--- src/rtl/interrupt_injector.sv ---
// interrupt_injector
// Fetch-stage sequencer that turns a one-cycle interrupt call into an
// interrupt entry in the instruction stream. In order it emits:
//   1. the INT opcode (the PC is frozen and the return address is captured),
//   2. DRAIN_CYCLES NOP bubbles,
//   3. then it releases fetch.
// A single-deep pending latch absorbs a call that arrives while the
// sequencer is busy or blocked. A call that arrives while that latch is
// already full is reported on o_dropped.

module interrupt_injector #(
  parameter int                     INSTR_WIDTH  = 16,
  parameter int                     PC_WIDTH     = 32,
  parameter logic [INSTR_WIDTH-1:0] INT_OPCODE   = 16'hF800,
  parameter logic [INSTR_WIDTH-1:0] NOP_OPCODE   = 16'h0000,
  parameter int                     DRAIN_CYCLES = 2
) (
  input  logic                   i_clk,
  input  logic                   i_reset,
  input  logic                   i_interrupt_call,
  input  logic                   i_stall,
  input  logic                   i_flush,
  input  logic [PC_WIDTH-1:0]    i_pc,
  input  logic [INSTR_WIDTH-1:0] i_instruction,
  output logic [INSTR_WIDTH-1:0] o_instruction,
  output logic                   o_inject,
  output logic                   o_pc_hold,
  output logic [PC_WIDTH-1:0]    o_saved_pc,
  output logic                   o_busy,
  output logic                   o_dropped
);

  // Four bits cover the full 1..15 bubble range.
  localparam int               CNT_W      = 4;
  localparam logic [CNT_W-1:0] DRAIN_LOAD = CNT_W'(DRAIN_CYCLES - 1);

  localparam logic [1:0] ST_IDLE   = 2'd0;
  localparam logic [1:0] ST_INJECT = 2'd1;
  localparam logic [1:0] ST_DRAIN  = 2'd2;

  logic [1:0]          state_reg;
  logic [1:0]          state_next;
  logic [CNT_W-1:0]    count_reg;
  logic [CNT_W-1:0]    count_next;
  logic                pending_reg;
  logic                pending_next;
  logic [PC_WIDTH-1:0] saved_pc_reg;
  logic [PC_WIDTH-1:0] saved_pc_next;
  logic                dropped_reg;
  logic                dropped_next;

  logic                request;
  logic                start;
  logic                sel_pass;
  logic                sel_int;

  // A request is either a fresh call or one parked in the pending latch.
  // Entry may only begin from IDLE, and only when neither a stall nor a
  // flush is in progress.
  always_comb begin
    request = i_interrupt_call | pending_reg;
    start   = (state_reg == ST_IDLE) & request & ~i_stall & ~i_flush;
  end

  // Sequencer next state: the return address and the bubble count are
  // loaded on the edge that leaves INJECT. A stall freezes every state
  // element below.
  always_comb begin
    state_next    = state_reg;
    count_next    = count_reg;
    saved_pc_next = saved_pc_reg;
    case (state_reg)
      ST_IDLE: begin
        if (start) begin
          state_next = ST_INJECT;
        end
      end
      ST_INJECT: begin
        if (!i_stall) begin
          state_next    = ST_DRAIN;
          count_next    = DRAIN_LOAD;
          saved_pc_next = i_pc;
        end
      end
      ST_DRAIN: begin
        if (!i_stall) begin
          if (count_reg == '0) begin
            state_next = ST_IDLE;
          end else begin
            count_next = count_reg - 1'b1;
          end
        end
      end
      default: begin
        state_next = ST_IDLE;
        count_next = '0;
      end
    endcase
  end

  // Pending latch and drop detection. Starting an entry consumes the
  // pending request. A call on that same edge re-arms the latch, which
  // is not a drop. Any other call either fills an empty latch or is
  // discarded and reported as a drop.
  always_comb begin
    pending_next = pending_reg;
    dropped_next = 1'b0;
    if (start) begin
      pending_next = pending_reg & i_interrupt_call;
    end else if (i_interrupt_call) begin
      if (pending_reg) begin
        dropped_next = 1'b1;
      end else begin
        pending_next = 1'b1;
      end
    end
  end

  // State registers. Reset wins over every other event, including a
  // coincident call.
  always_ff @(posedge i_clk) begin
    if (i_reset) begin
      state_reg    <= ST_IDLE;
      count_reg    <= '0;
      pending_reg  <= 1'b0;
      saved_pc_reg <= '0;
      dropped_reg  <= 1'b0;
    end else begin
      state_reg    <= state_next;
      count_reg    <= count_next;
      pending_reg  <= pending_next;
      saved_pc_reg <= saved_pc_next;
      dropped_reg  <= dropped_next;
    end
  end

  // Output select lines are decoded from the registered state only. As a
  // result they hold naturally while the state is frozen by a stall.
  always_comb begin
    sel_pass = (state_reg != ST_INJECT) && (state_reg != ST_DRAIN);
    sel_int  = (state_reg == ST_INJECT);
  end

  // Per-bit three-way select:
  //   - IDLE   -> memory word,
  //   - INJECT -> INT opcode,
  //   - DRAIN  -> NOP opcode.
  for (genvar gi = 0; gi < INSTR_WIDTH; gi++) begin : g_instr_mux
    assign o_instruction[gi] = sel_pass ? i_instruction[gi] :
                               sel_int  ? INT_OPCODE[gi]    :
                                          NOP_OPCODE[gi];
  end

  assign o_inject   = ~sel_pass;
  assign o_pc_hold  = ~sel_pass;
  assign o_saved_pc = saved_pc_reg;
  assign o_busy     = (state_reg != ST_IDLE) | pending_reg;
  assign o_dropped  = dropped_reg;

endmodule
--- config.mk ---
export PLATFORM = sky130hd
export DESIGN_NAME = interrupt_injector
export DESIGN_NICKNAME = d
export VERILOG_FILES = /design/src/rtl/interrupt_injector.sv
export SDC_FILE = /design/constraint.sdc
export NUM_CORES = 1
export LEC_CHECK = 0
export BUFFER_PORTS_ARGS = -buffer_cell sky130_fd_sc_hd__buf_2
export CAP_MARGIN = 40
export CELL_PAD_IN_SITES_DETAIL_PLACEMENT = 0
export CELL_PAD_IN_SITES_GLOBAL_PLACEMENT = 1
export CORE_MARGIN = 2
export CORE_UTILIZATION = 29
export CTS_BUF_LIST = sky130_fd_sc_hd__clkbuf_16
export DETAILED_ROUTE_END_ITERATION = 10
export PLACE_DENSITY = 0.84
export SYNTH_ARGS = -nofsm -noshare
export SYNTH_HDL_FRONTEND = slang
export SYNTH_SLANG_ARGS = --single-unit
--- constraint.sdc ---
create_clock -name i_clk -period 2.3 [get_ports i_clk]
set_input_delay 0.46 -clock i_clk [delete_from_list [all_inputs] [get_ports i_clk]]
set_output_delay 0.46 -clock i_clk [all_outputs]
set_load 0.005 [all_outputs]
==> results by group <==
Run status
  – Status: complete, no violations

Synthesis
  – Share of the synthesized area in the top cell type: 0.459
  – Cell count after synthesis: ~230
  – EDFF count, synth: 0
  – Dominant cell type by area after synthesis: dfxtp_1
  – #FFs+latches synth: 40
  – Top FF cell, synth: dfxtp_1
  – Post-Syn Area: between 1500 and 2000 um2
  – Synth cell types: 25
  – Seq/Total Area, Yosys: 0.459
  – Fraction of registers with async set or reset after synthesis: 0
  – Syn Nets: 284
  – Largest cells by area after synthesis: dfxtp_1 46%, nand2_1 15%, a21oi_1 11%
  – Total number of yosys warnings: 0
  – Avg Cell Area, Syn: roughly 7.7 um2

Global routing
  – Total GRT Usage: 0.123
  – Vias in the first global route: 1510
  – Largest net degree at the start of global routing: 33
  – Total gr overflow: 0
  – Antenna violations before repair: 0
  – First-pass GRT wire length: 6370 um

CTS
  – Clk root buf: clkbuf_16
  – CTS buffer count: 5
  – Clk_lat worst skew: roughly 0.27 ns
  – CTS tree: built
  – Sink Count: 40
  – Clk buf depth: 2
  – CTS clock-pin slew for the worst setup and hold paths: about 0.060 ns
  – Post-CTS setup repair buffer count: 0
  – Cts-stage hold buffer count: 0
  – H-tree Lvls: 2
  – CTS resizes: 0

Route
  – Vias: 1746
  – Final ANT Viol Nets: 0
  – WL final: roughly 4200 um
  – Drt first pass iters: 4
  – Via density: around 4.3
  – DRC: 0
  – WL/cell: 10.4 um
  – DR iter-0 viols: 34

Layout
  – Antenna cells: 0
  – Commonest non-fill, non-tap cell in the layout: buf_2
  – Fill cells: 609
  – Design Area, Final: roughly 2500 um2
  – Syn-to-layout area delta: 43.0%
  – Max reg flops: 32
  – Commonest cells after routing, fill and taps aside: 104 x buf_2, 68 x nand2_1, 40 x dfxtp_1
  – Share of cells above drive strength 1: 0.360
  – Final net count: 386

Placed design
  – Dpl hpwl: about 3000 um
  – IO Port Bufs: 104
  – GPL Wtd Cong: 0.740
  – DP Area: about 2300 um2

Worst setup path
  – Worst EP required: around 1.8 ns
  – Top delay family on crit path: buffers and inverters
  – Crit path launch type: flip-flop
  – Buf+Inv Stages, Crit Path: 3
  – Slowest CP cell: dfxtp_1
  – Crit-path max cell delay: 0.38 ns
  – Max FO, Critical Path: 18
  – CP cell instances: inv_1, ha_1, buf_4, o21ai_0, buf_2
  – Kind of critical path: flip-flop to output pin
  – Critical path arrival: 1.61 ns
  – CP endpoint kind: output pin

STA
  – Final setup viols: 0
  – Clock Skews: about 0.0036 ns
  – RSZ-0062 raised after global routing: false
  – Setup_tns: 0 ns
  – Tmin final: 2.07 ns
  – Max-slew violation count: 0
  – Slew at the pin closest to its max-slew limit: about 0.54 ns
  – Fmax: 483 MHz
  – Fin crit share: 0.901
  – Slew headroom: 0.642
  – Fin. Hold Viols: 0
  – Hold Slack: 0.424 ns

Pwr
  – Power density over the cells: ~930 nW/um2
  – Maximum vdd drop: ~0.00043 V
  – P_leak: 1.17 nW

Die
  – Core ar.: 5850 um2
  – I/O pins: ~110
  – Die footprint: 6650 um2
  – Num rows: 28
  – Die Y: between 80 and 90 um
  – Die W: between 80 and 90 um
  – Initial Util: 0.298

Min path
  – HP Class: input pin to flip-flop

Job
  – Max_cap viols: 0
## per-stage QoR
stage	util	power (mW)	cells	worst slack [ns]
3_5_place_dp	0.398	1.58	395	0.504
2_1_floorplan	-	1.28	225	0.458
6_report	0.426	2.31	403	0.228
3_3_place_gp	0.398	1.57	395	0.573
5_1_grt	0.426	2.48	403	0.0383
4_1_cts	0.426	2.36	403	0.214
## cell usage after synthesis, types with 2 or more instances
cell	n
clkbuf_1	9
nand2_1	68
mux2i_1	3
nor2b_1	13
a21oi_1	37
nand3_1	2
buf_2	3
inv_1	9
dfxtp_1	40
nand2b_1	7
nor2_1	7
ha_1	6
o21ai_0	9
## cells by family (layout without fill, tap and decap cells)
logic type / Yosys count / in the layout / share of synthesized area
flops: 40 / 40 / 0.459
fa+ha+maj: 6 / 6 / 0.0431
mux: 3 / 3 / 0.0172
simple gates: 103 / 103 / 0.263
compound gates: 50 / 50 / 0.159
buf+inv: 23 / 126 / 0.0581
## layout make-up
class	count	area [um2]	share of cell area
Timing Repair Buffer	109	558	0.224
Sequential cell	40	801	0.321
Multi-Input combinational cell	162	843	0.338
Tap cell	75	93.8	0.0377
Clock inverter	3	37.5	0.0151
Inverter	9	33.8	0.0136
Clock buffer	5	125	0.0502
## report_power, final
| part | switching [mW] | total (mW) | internal (mW) |
|---|---|---|---|
| sequential | 0.0406 | 0.811 | 0.770 |
| combinational | 0.398 | 0.743 | 0.344 |
| clock | 0.253 | 0.757 | 0.504 |
| total | 0.692 | 2.31 | 1.62 |
## tightest hold or removal path, cell delays in order
cell	delay, ns
buf_2	0.09
nand2_1	0.04
a21oi_1	0.05
## layer usage
layer,share of wire,GRT usage,up-vias
met4,0.0053,0.0458,0
li1,-,-,927
met5,0,0,-
met3,0.085,0.0297,2
met1,0.47,0.148,744
met2,0.44,0.211,73
## worst paths after layout
path	from	end	slack, ns	cells after the start
worst max register to register	state_reg[0]$_SDFFE_PP0P_	count_reg[2]$_SDFFE_PP0P_	0.50	6
worst min-delay path	i_pc[11]	o_saved_pc[11]$_SDFFE_PP0P_	0.42	3
worst min register to register	o_saved_pc[18]$_SDFFE_PP0P_	o_saved_pc[18]$_SDFFE_PP0P_	0.45	2
worst max-delay path	state_reg[0]$_SDFFE_PP0P_	o_instruction[13]	0.23	5
Power figures use the tool's default switching activity.
